File: config.mk
export PLATFORM = sky130hd
export DESIGN_NAME = alu_exec_unit
export DESIGN_NICKNAME = d
export VERILOG_FILES = /design/src/rtl/alu_pkg.sv /design/src/rtl/alu_shifter.sv /design/src/rtl/alu_exec_unit.sv
export SDC_FILE = /design/constraint.sdc
export NUM_CORES = 1
export LEC_CHECK = 0
export BUFFER_PORTS_ARGS = -buffer_cell sky130_fd_sc_hd__buf_2
export CORE_MARGIN = 8
export CORE_UTILIZATION = 40
export CTS_CLUSTER_SIZE = 20
export DETAILED_ROUTE_END_ITERATION = 6
export PLACE_DENSITY_LB_ADDON = 0.2
export SETUP_SLACK_MARGIN = 0.05
export SYNTH_ARGS = -nofsm -noshare
export SYNTH_HDL_FRONTEND = slang
export SYNTH_SLANG_ARGS = --single-unit
File: constraint.sdc
create_clock -name Clk -period 7.7 [get_ports Clk]
set_input_delay 1.54 -clock Clk [delete_from_list [all_inputs] [get_ports Clk]]
set_output_delay 1.54 -clock Clk [all_outputs]
set_load 0.005 [all_outputs]
File: src/rtl/alu_pkg.sv
`default_nettype none
// ============================================================================
// Module   : alu_pkg
// Brief    : Op codes shared with the ALU control decoder, FSM state encoding
//            and default datapath widths for alu_exec_unit.
// Revision : 1.0 - initial release
// ============================================================================
package alu_pkg;

  localparam int WIDTH_DEF   = 32;
  localparam int SHAMT_W_DEF = 5;

  localparam logic [3:0] c_OP_AND = 4'b0000;
  localparam logic [3:0] c_OP_ADD = 4'b0001;
  localparam logic [3:0] c_OP_SUB = 4'b0010;
  localparam logic [3:0] c_OP_OR  = 4'b0011;
  localparam logic [3:0] c_OP_SLL = 4'b0101;
  localparam logic [3:0] c_OP_SRL = 4'b0110;
  localparam logic [3:0] c_OP_SRA = 4'b1000;
  localparam logic [3:0] c_OP_SLT = 4'b1001;

  typedef enum logic [1:0] {
    S_IDLE  = 2'd0,
    S_SHIFT = 2'd1,
    S_DONE  = 2'd2
  } alu_state_t;

  function automatic logic is_shift(input logic [3:0] op);
    return (op == c_OP_SLL) || (op == c_OP_SRL) || (op == c_OP_SRA);
  endfunction

endpackage
`default_nettype wire

File: src/rtl/alu_shifter.sv
`default_nettype none
// ============================================================================
// Module   : alu_shifter
// Brief    : Shift datapath. One-bit step by default; full barrel shift by
//            i_shamt when ALU_BARREL_SHIFT_EN is defined.
// Revision : 1.0 - initial release
// ============================================================================
module alu_shifter
  import alu_pkg::*;
#(
  parameter int WIDTH   = WIDTH_DEF
`ifdef ALU_BARREL_SHIFT_EN
 ,parameter int SHAMT_W = SHAMT_W_DEF
`endif
) (
  input  logic [3:0]         i_op,
  input  logic [WIDTH-1:0]   i_data,
`ifdef ALU_BARREL_SHIFT_EN
  input  logic [SHAMT_W-1:0] i_shamt,
`endif
  output logic [WIDTH-1:0]   o_data
);

`ifdef ALU_BARREL_SHIFT_EN
  always_comb begin
    o_data = i_data;
    case (i_op)
      c_OP_SLL: o_data = i_data << i_shamt;
      c_OP_SRL: o_data = i_data >> i_shamt;
      c_OP_SRA: o_data = $signed(i_data) >>> i_shamt;
      default:  o_data = i_data;
    endcase
  end
`else
  always_comb begin
    o_data = i_data;
    case (i_op)
      c_OP_SLL: o_data = {i_data[WIDTH-2:0], 1'b0};
      c_OP_SRL: o_data = {1'b0, i_data[WIDTH-1:1]};
      c_OP_SRA: o_data = {i_data[WIDTH-1], i_data[WIDTH-1:1]};
      default:  o_data = i_data;
    endcase
  end
`endif

endmodule
`default_nettype wire

File: src/rtl/alu_exec_unit.sv
`default_nettype none
// ============================================================================
// Module   : alu_exec_unit
// Brief    : EX-stage ALU with valid/ready in and out; shifts are iterative
//            unless ALU_BARREL_SHIFT_EN is defined (single-cycle barrel).
// Revision : 1.0 - initial release
// ============================================================================
module alu_exec_unit
  import alu_pkg::*;
#(
  parameter int WIDTH   = WIDTH_DEF,
  parameter int SHAMT_W = SHAMT_W_DEF
) (
  input  logic             Clk,
  input  logic             Reset_n,
  input  logic             InValid,
  output logic             InReady,
  input  logic [3:0]       ALUControl,
  input  logic [WIDTH-1:0] A,
  input  logic [WIDTH-1:0] B,
  output logic             OutValid,
  input  logic             OutReady,
  output logic [WIDTH-1:0] Result,
  output logic             Zero,
  output logic             Overflow,
  output logic             IllegalOp
);

  alu_state_t          r_state;
  logic                r_in_ready;
  logic                r_out_valid;
  logic [WIDTH-1:0]    r_result;
  logic                r_zero;
  logic                r_ovf;
  logic                r_illegal;
`ifndef ALU_BARREL_SHIFT_EN
  logic [3:0]          r_op;
  logic [SHAMT_W-1:0]  r_cnt;
`endif

  logic [WIDTH-1:0]    w_sum;
  logic [WIDTH-1:0]    w_diff;
  logic [WIDTH-1:0]    w_res;
  logic                w_ovf;
  logic                w_illegal;
  logic                w_go_shift;
  logic [SHAMT_W-1:0]  w_shamt;
  logic [WIDTH-1:0]    w_shift_out;

  assign w_sum   = A + B;
  assign w_diff  = A - B;
  assign w_shamt = B[SHAMT_W-1:0];

`ifdef ALU_BARREL_SHIFT_EN
  alu_shifter #(.WIDTH(WIDTH), .SHAMT_W(SHAMT_W)) u_shifter (
    .i_op    (ALUControl),
    .i_data  (A),
    .i_shamt (w_shamt),
    .o_data  (w_shift_out)
  );
  assign w_go_shift = 1'b0;
`else
  // Iterative mode: the shifter steps the working value held in r_result.
  alu_shifter #(.WIDTH(WIDTH)) u_shifter (
    .i_op   (r_op),
    .i_data (r_result),
    .o_data (w_shift_out)
  );
  assign w_go_shift = is_shift(ALUControl) && (w_shamt != '0);
`endif

  always_comb begin
    w_res     = '0;
    w_ovf     = 1'b0;
    w_illegal = 1'b0;
    case (ALUControl)
      c_OP_AND: w_res = A & B;
      c_OP_OR:  w_res = A | B;
      c_OP_ADD: begin
        w_res = w_sum;
        w_ovf = (A[WIDTH-1] == B[WIDTH-1]) && (w_sum[WIDTH-1] != A[WIDTH-1]);
      end
      c_OP_SUB: begin
        w_res = w_diff;
        w_ovf = (A[WIDTH-1] != B[WIDTH-1]) && (w_diff[WIDTH-1] != A[WIDTH-1]);
      end
      c_OP_SLT: w_res = {{(WIDTH-1){1'b0}}, ($signed(A) < $signed(B))};
`ifdef ALU_BARREL_SHIFT_EN
      c_OP_SLL, c_OP_SRL, c_OP_SRA: w_res = w_shift_out;
`else
      // Seed value for the iterative shift; also the answer when shamt is 0.
      c_OP_SLL, c_OP_SRL, c_OP_SRA: w_res = A;
`endif
      default:  w_illegal = 1'b1;
    endcase
  end

  always_ff @(posedge Clk or negedge Reset_n) begin
    if (!Reset_n) begin
      r_state     <= S_IDLE;
      r_in_ready  <= 1'b0;
      r_out_valid <= 1'b0;
      r_result    <= '0;
      r_zero      <= 1'b0;
      r_ovf       <= 1'b0;
      r_illegal   <= 1'b0;
`ifndef ALU_BARREL_SHIFT_EN
      r_op        <= 4'b0000;
      r_cnt       <= '0;
`endif
    end else begin
      case (r_state)
        S_IDLE: begin
          r_in_ready <= 1'b1;
          if (InValid && r_in_ready) begin
            r_in_ready <= 1'b0;
            r_result   <= w_res;
            r_ovf      <= w_ovf;
            r_illegal  <= w_illegal;
`ifndef ALU_BARREL_SHIFT_EN
            r_op       <= ALUControl;
            r_cnt      <= w_shamt;
`endif
            if (w_go_shift) begin
              r_state <= S_SHIFT;
            end else begin
              r_state     <= S_DONE;
              r_out_valid <= 1'b1;
              r_zero      <= (w_res == '0);
            end
          end
        end
`ifndef ALU_BARREL_SHIFT_EN
        S_SHIFT: begin
          r_result <= w_shift_out;
          r_cnt    <= r_cnt - SHAMT_W'(1);
          if (r_cnt == SHAMT_W'(1)) begin
            r_state     <= S_DONE;
            r_out_valid <= 1'b1;
            r_zero      <= (w_shift_out == '0);
          end
        end
`endif
        S_DONE: begin
          if (OutReady) begin
            r_out_valid <= 1'b0;
            r_in_ready  <= 1'b1;
            r_state     <= S_IDLE;
          end
        end
        default: begin
          r_state     <= S_IDLE;
          r_in_ready  <= 1'b0;
          r_out_valid <= 1'b0;
        end
      endcase
    end
  end

  assign InReady   = r_in_ready;
  assign OutValid  = r_out_valid;
  assign Result    = r_result;
  assign Zero      = r_zero;
  assign Overflow  = r_ovf;
  assign IllegalOp = r_illegal;

endmodule
`default_nettype wire

After elaboration in Yosys (flattened, before gate mapping). Index checks and enable logic that the tools add are counted.

Order comparisons: 1. $add $sub $neg: 3. Equal/unequal tests: 21. Bitwise gates (word level): 3. Reductions and logical operators: 20. Multiplexer cells: 25.

Operator list (count): $pmux W32 S6 (1); $pmux W32 S3 (1); $logic_not A32 Y1 (2); $pmux W32 S2 (1); $add A32 B32 Y32 (1); $and A32 B32 Y32 (1); $lt A32 B32 Y1 (1); $mux W32 (1); $or A32 B32 Y32 (1); $sub A32 B32 Y32 (1); $eq A4 B3 Y1 const B (4); $eq A4 B4 Y1 const B (3); $mux W1 (10); $pmux W5 S2 (1); $eq A4 B2 Y1 const B (2); $mux W2 (4); $ne A2 B2 Y1 const B (4); $reduce_and A4 Y1 (2); $reduce_or A8 Y1 (1); $pmux W1 S3 (2); $pmux W2 S3 (1); $reduce_and A2 Y1 (3); $eq A5 B1 Y1 const B (1); $mux W5 (1); other kinds (16) (23).

Register bits: 48. Input port bits: 72. Logic and storage cells: 82.

Logic depth before layout (Yosys ltp). Gate-level depths: netlist (run 1).

Depth in word-level cells: 7. Depth in mapped cells: 15.

Modules after synthesis. From an unflattened synthesis (run 1), not the netlist that was laid out.

Cell total of the unflattened synthesis: 1212. Area, all modules: 8745.9 um2.

Modules (own cells, without submodules): alu_exec_unit (instances 1, area an instance 8094.0 um2, cells an instance 1131); alu_shifter (instances 1, area an instance 651.9 um2, cells an instance 81).

Worst setup path before layout (run 1). No wires, ideal clock.

Path kind: input -> register. Start point: input port A[0]. End point: register r_result[28], in the netlist Result[28]. Slack: 3.233 ns. Stages on the path: 14. Data arrival time: 4.341 ns. Setup time: 0.126 ns. Cell sequence: ha_1 > inv_1 > fa_1 > nor2b_4 > o31a_1 > o21a_4 > o31ai_4 > o211a_1 > o41ai_2 > a31oi_1 > a211oi_2 > mux2_2 > o22ai_1 > a221o_1.

Cells in the longest elaborated chain, start to end: 4. Elaborated cells between the ends (all ways): 5.

Ends and longest elaborated chain: start: declaration (line alu_exec_unit.sv:19) `input logic [WIDTH-1:0] A,`; $sub A32 B32 Y32 or $add A32 B32 Y32 (tied branches) (line alu_exec_unit.sv:51, alu_exec_unit.sv:50); $pmux W32 S6 * (line alu_exec_unit.sv:76) `case (ALUControl)`; $mux W32 * (line alu_exec_unit.sv:115) `if (InValid && r_in_ready) begin`; $pmux W32 S2 * (line alu_exec_unit.sv:112) `case (r_state)`; end signal: assignment (line alu_exec_unit.sv:117) `r_result <= w_res;`; end signal: assignment (line alu_exec_unit.sv:135) `r_result <= w_shift_out;`; end: declaration (line alu_exec_unit.sv:32) `logic [WIDTH-1:0] r_result;`.

Every way passes the cells marked *; elsewhere a longest branch is shown, timed or not. The select of a mux whose other input is x is not followed. A chain may end at the register's enable or synchronous reset.

Worst setup path in the final report (run 1).
Start point: input port ALUControl[1]. End point: register r_zero, in the netlist Zero.

Cells in the longest elaborated chain, start to end: 7. Elaborated cells between the ends (all ways): 19.

Ends and longest elaborated chain: start: declaration (line alu_exec_unit.sv:18) `input logic [3:0] ALUControl,`; $eq A4 B3 Y1 or $eq A4 B4 Y1 (tied branches) (line alu_pkg.sv:29, alu_exec_unit.sv:76); $reduce_or A3 Y1 (line alu_exec_unit.sv:76); $pmux W32 S6 (line alu_exec_unit.sv:76); $logic_not A32 Y1 (line alu_exec_unit.sv:129) `r_zero <= (w_res == '0);`; $mux W1 (line alu_exec_unit.sv:124) `if (w_go_shift) begin`; $mux W1 (line alu_exec_unit.sv:115); $pmux W1 S2 (line alu_exec_unit.sv:112); end signal: assignment (line alu_exec_unit.sv:129); end signal: assignment (line alu_exec_unit.sv:140) `r_zero <= (w_shift_out == '0);`; end: declaration (line alu_exec_unit.sv:33) `logic r_zero;`.

Several ways; a longest one is shown, not always the timed one. The select of a mux whose other input is x is not followed.

==> impl_metrics.yaml, run 1 <==
routing:
  drc_errors: 0
  routed_wl_mm: 30.1
  drt-initial-drc-count: 1023
  wire_per_inst_um: 20.3
  via_per_inst: 6.37
  dr.pass1.iters: 7
  drtAntennaViolNets: 0
  num_vias: 9431
clock_tree:
  cts_tree: "yes"
  cts_resized: 0
  clkLatencyLatePin_ns: 0.29
  post-cts-setup-buffer-count: 0
  cts_root_buffer: "clkbuf_16"
  holdBufCountCts: 0
  h-tree-depth: 2
  numCtsBuffers: 5
  clockBufferDepth: 2
  path_clk_slew_ns: 0.06
  cts_sinks: 48
power:
  power.density_nw_per_um2: 202
  peakVddDrop_v: 0.000103
  p_leak_nw: 4.30
run:
  drv_cap: 0
layout:
  drive_gt1_share_pct: 14.4
  nets: 1389
  num_antenna_cells: 0
  syn2layout_area_growth_pct: 9.90
  final_common_cell: "nor2_1"
  layout_common_cells: "114 x nor2_1, 110 x ha_1, 108 x buf_2, 104 x nand2_1, 98 x inv_1"
logic_synthesis:
  synth_edf_count: 0
  synth_compound_area_share_pct: 37.9
  synthMuxAreaShare_pct: 0.872
  ys.warnings.count: 0
  synth_seq_area_share_pct: 14.2
  synth_nets: 1335
  synth_xor_area_share_pct: 0.620
  ys_seq_elements: 48
  synthFlopType: "dfrtp_1"
  synth_top_family_by_area: "compound AO/OA/AOI/OAI gates"
  synth.distinct_cells: 89
  yosys.area_share.simple_pct: 21.3
  synthAdderAreaFrac_pct: 16.7
  syn_area_per_cell_um2: 7.36
  netlist_instances: 1151
  syn-cell-area_um2: 8470
  async_reset_ff_share_pct: 100
worst_setup_path:
  startpoint_type: "primary input"
  cp.required_ns: 7.89
  cp.depth: 13
  crit_family: "compound AO/OA/AOI/OAI gates"
  critPathArrivalTime_ns: 5.60
  crit_type: "primary input to flip-flop"
  crit_chain: "buf_2 > nor2_1 > a221o_1 > buf_4 > a21boi_0 > o21ai_0 > and4_1 > o211ai_1 > nor4_1 > nand4_1 > nor3_1 > nand4b_1 > o41ai_2"
  path_buf_inv: 2
  r2r.worst_path.cells: 9
  crit_fanout: 20
  cp_slowest_cell: "a221o_1"
  critPathCaptureType: "flip-flop"
  critPathMaxStageDelay_ns: 0.74
timing:
  report.final.slew_viol_count: 0
  worstMarginPinSlew_ns: 0.981
  final.period_utilization_pct: 70.2
  relSlewSlack_pct: 34.6
  hold_viol_final: 0
  min_period_ns: 5.41
  rsz0062_at_grt: "false"
  setup_violations: 0
  fin_hold_ws_ns: 0.499
  final.setup.tns_ns: 0
  fin_worst_skew_ns: 0.00238
  max_freq_ghz: 0.185
global_route:
  track_usage_pct: 22.1
  first_global_vias: 8809
  antenna_found_initial: 0
  grt_max_degree: 49
  grt_overflow: 0
  grt_pass1_wl_mm: 47.9
die:
  die_w_um: 162
  start_util_pct: 40.5
  io_pins: 109
  fp.dieH_um: 162
  core_um2: 20900
  rows: 53
  die_area_um2: 26100
place:
  io_buffers: 108
  place.gp.congestion: 0.920
  place_hpwl_mm: 23.3
min_path:
  min_path_type: "flip-flop to flip-flop"
  whs_path_depth: 2
outcome:
  status: "finished clean"
cell type report:
cell class                 instances  area, um2
fill                            2162      11600
clock buffer                       8        146
timing repair buffer             124        661
tap                              275        344
multi-input combinational        927       6580
sequential                        48       1200
inverter                          99        372
per-layer routing:
| layer | vias up | wire (um) | GRT usage [%] |
|---|---|---|---|
| li1 | 4417 | - | - |
| met1 | 4530 | 13700 | 31.3 |
| met2 | 456 | 13100 | 33.9 |
| met3 | 28 | 2870 | 4.07 |
| met4 | 0 | 422 | 5.05 |
| met5 | - | 0 | 0 |
final timing paths:
check / startpoint / to / slack [ns]
worst min register to register: Overflow / Overflow / 0.50
worst max-delay path: ALUControl[1] / Zero / 2.29
max in group asynchronous: Reset_n / Result[24] / 5.91
min in group asynchronous: Reset_n / InReady / 1.35
worst max register to register: r_state[0] / Zero / 4.52
worst min-delay path: Overflow / Overflow / 0.50
state kept, by name, summed over array words and instances (netlist names):
name       count
Overflow       1
Result        32
OutValid       1
r_cnt          5
InReady        1
r_state        2
Zero           1
r_op           4
IllegalOp      1
where the power goes:
part	switching [W]	total (W)	internal [W]
Combinational	0.000700	0.00113	0.000435
Clock	0.0000944	0.000224	0.000130
Sequential	0.000156	0.000518	0.000362
synth_stat cells (all sizes together), types with 26 or more instances:
cell    instances  share of area, %
nand2         104               4.6
a221oi         26               3.1
dfrtp          48                14
clkbuf         49               2.2
a221o          29               3.4
o21ai          46               2.8
a22o           31               3.2
buf            28               1.8
a21oi          93               5.5
inv            99               4.4
nor3           37               2.2
ha            110                16
nor2          117               5.2
worst min-delay path, stage by stage (launching register included):
cell and delay [ns]:
dfrtp_1 0.36, nand2_1 0.05, o31ai_1 0.05
stage by stage:
step,area [um2],cells,total power (W),util (%),setup slack [ns]
after floorplan,8470,1151,0.00124,-,3.23
after global placement,9160,1473,0.00163,43.9,2.06
after detailed placement,9160,1473,0.00163,43.9,2.02
after CTS,9310,1481,0.00186,44.6,2.32
after global routing,9310,1481,0.00202,44.6,2.09
final,9310,1481,0.00188,44.6,2.29
cells by family (layout without fill, tap and decap cells):
family | Yosys count | in the layout
AOI/OAI and AO/OA | 423 | 423
xor gates and xnor gates | 6 | 6
adders and majority gates | 112 | 112
buffers and inverters | 176 | 231
DFF | 48 | 48
muxes | 6 | 6
and+or+nand+nor | 380 | 380
Note: power is estimated with default switching activity, not from simulation.
==> inputs of run 2 (changes only) <==
clock period = 4.48 ns   (was 7.7 ns; I/O delays follow)
==> impl_metrics.yaml, run 2 (synthesis results as in run 1) <==
die:
  io_pins: 109
  start_util_pct: 40.5
  die_w_um: 162
  fp.dieH_um: 162
  core_um2: 20900
  die_area_um2: 26100
  rows: 53
layout:
  nets: 1444
  num_antenna_cells: 0
  largest_register_ffs: 32
  syn2layout_area_growth_pct: 15.4
  final_common_cell: "nor2_1"
  layout_common_cells: "114 x nor2_1, 110 x ha_1, 108 x buf_2, 104 x nand2_1, 98 x inv_1"
  drive_gt1_share_pct: 18.6
  fill_cells: 2197
global_route:
  grt_overflow: 0
  grt_max_degree: 49
  first_global_vias: 8910
  track_usage_pct: 22.6
  antenna_found_initial: 0
  grt_pass1_wl_mm: 48.5
timing:
  report.final.slew_viol_count: 0
  fin_worst_skew_ns: 0.00456
  final.setup.tns_ns: 0
  setup_violations: 0
  hold_viol_final: 0
  final.period_utilization_pct: 93.1
  min_period_ns: 4.17
  worstMarginPinSlew_ns: 0.871
  max_freq_ghz: 0.240
  relSlewSlack_pct: 41.6
  fin_hold_ws_ns: 0.489
  rsz0062_at_grt: "false"
worst_setup_path:
  r2r_slack_ns: 1.60
  r2r_end: "Zero"
  crit_type: "primary input to flip-flop"
  critPathCaptureType: "flip-flop"
  r2r_start: "r_op[2]"
  startpoint_type: "primary input"
  cp.required_ns: 4.65
  critPathArrivalTime_ns: 4.34
  r2r.worst_path.cells: 11
  crit_fanout: 6
place:
  io_buffers: 108
  place_hpwl_mm: 24.2
  place.gp.congestion: 0.910
routing:
  drt-initial-drc-count: 900
  drtAntennaViolNets: 0
  num_vias: 9499
  via_per_inst: 6.18
  dr.pass1.iters: 6
  wire_per_inst_um: 19.9
  drc_errors: 0
  routed_wl_mm: 30.6
power:
  pwr-share-seq_pct: 26.3
  internal_power_w: 0.00172
  p_leak_nw: 4.59
  peakVddDrop_v: 0.000247
  netSwitchingFraction_pct: 48.8
  power.density_nw_per_um2: 345
  clkPwrFrac_pct: 13.7
  comb_power_share_pct: 59.9
  p_sw_w: 0.00164
min_path:
  min_from: "Overflow"
  whs_path_depth: 2
  holdPathEnd: "Overflow"
  min_path_type: "flip-flop to flip-flop"
outcome:
  status: "finished clean"
clock_tree:
  path_clk_slew_ns: 0.06
  h-tree-depth: 2
  numCtsBuffers: 5
  post-cts-setup-buffer-count: 0
  holdBufCountCts: 0
  cts_sinks: 48
  clockBufferDepth: 2
  cts_root_buffer: "clkbuf_16"
  cts_tree: "yes"
  clkLatencyLatePin_ns: 0.29
run:
  drv_cap: 0
run 2: changes by cell type in the layout (fill, tap and decap cells not counted):
cell	before	now
buf_4	16	71
clkbuf_8	1	2
a21oi_1	93	92
clkbuf_1	2	0
bufinv_16	0	1
nor4_1	18	16
a21oi_2	0	1
nor4_2	0	2
run 2: layout make-up:
class                   instances  area (um2)  share of cell area, %
clock inverters                 1        30.0                  0.307
repair buffers                179        1070                   11.0
flip-flops and latches         48        1200                   12.3
multi-input cells             927        6600                   67.5
inverters                      99         372                   3.80
well taps                     275         344                   3.52
clock buffers                   7         153                   1.56
run 2: repair_timing:
| action | in CTS | in global routing |
|---|---|---|
| endpoints found under the hold margin | 0 | 0 |
| gates resized for setup | 0 | 3 |
| setup endpoints to repair | 0 | 1 |
run 2: power by group through the flow:
stage / clock network (W) / logic (W) / registers [W]
floorplan: 0 / 0.00132 / 0.000809
global placement: 0 / 0.00197 / 0.000882
detailed placement: 0 / 0.00198 / 0.000884
CTS: 0.000469 / 0.00199 / 0.000876
global route: 0.000485 / 0.00222 / 0.000917
finish: 0.000463 / 0.00202 / 0.000886
run 2: metal layers:
metal / wire (um) / vias to the layer above / GRT usage (%)
met5: 0 / - / 0
met4: 628 / 0 / 6.14
met3: 2630 / 41 / 3.67
met2: 13300 / 441 / 34.8
met1: 14000 / 4486 / 31.8
li1: - / 4531 / -
run 2: worst max path at each step:
stage            endpoint  cells after the start  slack [ns]  startpoint
3_3_place_gp         Zero                     15        0.05        A[0]
6_report             Zero                     15        0.31        A[0]
4_1_cts              Zero                     15        0.33        A[0]
3_5_place_dp         Zero                     15        0.03        A[0]
5_1_grt              Zero                     15        0.08        A[5]
2_1_floorplan  Result[28]                     14        0.66        A[0]
run 2: critical path, stage by stage:
cell and delay [ns]:
buf_2 0.16, ha_1 0.22, inv_1 0.08, fa_1 0.44, nor2b_4 0.14, o31a_1 0.17, o21a_4 0.18, o31ai_4 0.09
o211a_1 0.26, o41ai_2 0.50, a31oi_1 0.26, or4_1 0.44, a21oi_1 0.25, nand4b_1 0.18, o41ai_2 0.07
run 2: per-stage QoR:
step	cell area (um2)	util, %	worst slack [ns]	std cells	total power [W]
finish	9770	46.8	0.309	1536	0.00337
global route	9770	46.8	0.0830	1536	0.00362
CTS	9760	46.7	0.326	1536	0.00334
detailed placement	9570	45.8	0.0331	1528	0.00287
global placement	9570	45.8	0.0467	1528	0.00285
floorplan	8470	-	0.657	1151	0.00213
==> inputs of run 3 (changes only) <==
BUFFER_PORTS_ARGS = -buffer_cell sky130_fd_sc_hd__clkbuf_2   (was -buffer_cell sky130_fd_sc_hd__buf_2)
==> impl_metrics.yaml, run 3 (synthesis results as in run 1) <==
timing:
  hold_viol_final: 0
  rsz0062_at_grt: "false"
  relSlewSlack_pct: 43.7
  fin_worst_skew_ns: 0.00445
  final.period_utilization_pct: 94.1
  report.final.slew_viol_count: 0
  setup_violations: 0
  worstMarginPinSlew_ns: 0.843
  final.setup.tns_ns: 0
  min_period_ns: 4.21
  max_freq_ghz: 0.237
routing:
  routed_wl_mm: 30.6
  dr.pass1.iters: 5
  drt-initial-drc-count: 841
  via_per_inst: 6.21
  num_vias: 9527
  drc_errors: 0
  wire_per_inst_um: 19.9
  drtAntennaViolNets: 0
power:
  peakVddDrop_v: 0.000195
  power.density_nw_per_um2: 338
  total_power_w: 0.00328
  p_leak_nw: 4.57
global_route:
  grt_overflow: 0
  grt_max_degree: 49
  grt_pass1_wl_mm: 48.5
  first_global_vias: 9015
  grtUsageMet2_pct: 35.1
  gr-max-usage-layer: "met2"
  track_usage_pct: 22.6
  use_met1_pct: 31.4
  grtUsageMet3_pct: 3.56
  antenna_found_initial: 0
clock_tree:
  cts_tree: "yes"
  cts_resized: 0
  cts_sinks: 48
  path_clk_slew_ns: 0.06
  cts_root_buffer: "clkbuf_16"
  post-cts-setup-buffer-count: 0
  holdBufCountCts: 0
  numCtsBuffers: 5
  clkLatencyLatePin_ns: 0.29
  clockBufferDepth: 2
  h-tree-depth: 2
worst_setup_path:
  r2r_start: "r_op[3]"
  startpoint: "A[8]"
  critPathCapture: "Zero"
  critPathCaptureType: "flip-flop"
  crit_type: "primary input to flip-flop"
  critPathArrivalTime_ns: 4.40
  cp.required_ns: 4.67
  r2r_slack_ns: 1.51
  r2r.worst_path.cells: 10
  crit_fanout: 10
  r2r_end: "Zero"
  startpoint_type: "primary input"
die:
  rows: 53
  start_util_pct: 40.5
  io_pins: 109
  fp.dieH_um: 162
  die_w_um: 162
  core_um2: 20900
  die_area_um2: 26100
layout:
  num_antenna_cells: 0
  seq_area_um2: 1200
  final_common_cell: "nor2_1"
  drive_gt1_share_pct: 18.1
  utilization_pct: 46.6
  multi_input_area_um2: 6580
  syn2layout_area_growth_pct: 14.8
  nets: 1442
  largest_register_ffs: 32
  layout_common_cells: "114 x nor2_1, 110 x ha_1, 108 x clkbuf_2, 104 x nand2_1, 98 x inv_1"
  fill_cells: 2154
place:
  place_hpwl_mm: 24.4
  io_buffers: 108
  place.gp.congestion: 0.955
run:
  drv_cap: 0
outcome:
  status: "finished clean"
min_path:
  min_path_type: "flip-flop to flip-flop"
==> run 3: through the flow <==
stage,hold WS [ns],instances,worst slack [ns],cell area [um2]
after detailed placement,0.488,1526,0.0964,9570
after global placement,0.487,1526,0.119,9570
final,0.504,1533,0.265,9720
after CTS,0.504,1533,0.380,9720
after global routing,0.534,1533,0.0913,9720
after floorplan,0.461,1151,0.657,8470
==> run 3: worst min-delay path by stage <==
stage               cells past startpoint      from        to  slack (ns)
floorplan                               2   r_op[2]   r_op[2]        0.46
global placement                        2  r_cnt[4]  r_cnt[4]        0.49
detailed placement                      2   r_op[2]   r_op[2]        0.49
CTS                                     2   r_op[2]   r_op[2]        0.50
global route                            2   r_op[2]   r_op[2]        0.53
finish                                  2  Overflow  Overflow        0.50
==> run 3: metal layers <==
| layer | up-vias | part of all wire, % |
|---|---|---|
| met5 | - | 0 |
| met2 | 373 | 44 |
| met3 | 51 | 7.5 |
| met4 | 0 | 2.7 |
| li1 | 4525 | - |
| met1 | 4578 | 46 |
==> run 3: where the power goes <==
group / leakage, nW / internal [W] / switching (W)
Clock: 0.0760 / 0.000235 / 0.000159
Sequential: 0.609 / 0.000623 / 0.000262
Combinational: 3.88 / 0.000802 / 0.00120
Total: 4.57 / 0.00166 / 0.00162
==> run 3: final cells by class <==
cell class / instances / area share (%)
multi-input cells: 927 / 67.7
flip-flops and latches: 48 / 12.4
repair buffers: 177 / 11.0
inverters: 99 / 3.82
well taps: 275 / 3.54
clock buffers: 7 / 1.57
==> run 3: worst max-delay path, cell delays in order <==
cell and delay (ns):
clkbuf_2 0.13, inv_1 0.05, ha_1 0.46, inv_1 0.15, a21oi_1 0.24, nand2_1 0.15
a221oi_2 0.57, o41ai_4 0.20, a221o_1 0.34, a21boi_0 0.40, nand4_1 0.15, nor4_1 0.27
nand4b_1 0.17, o41ai_2 0.22
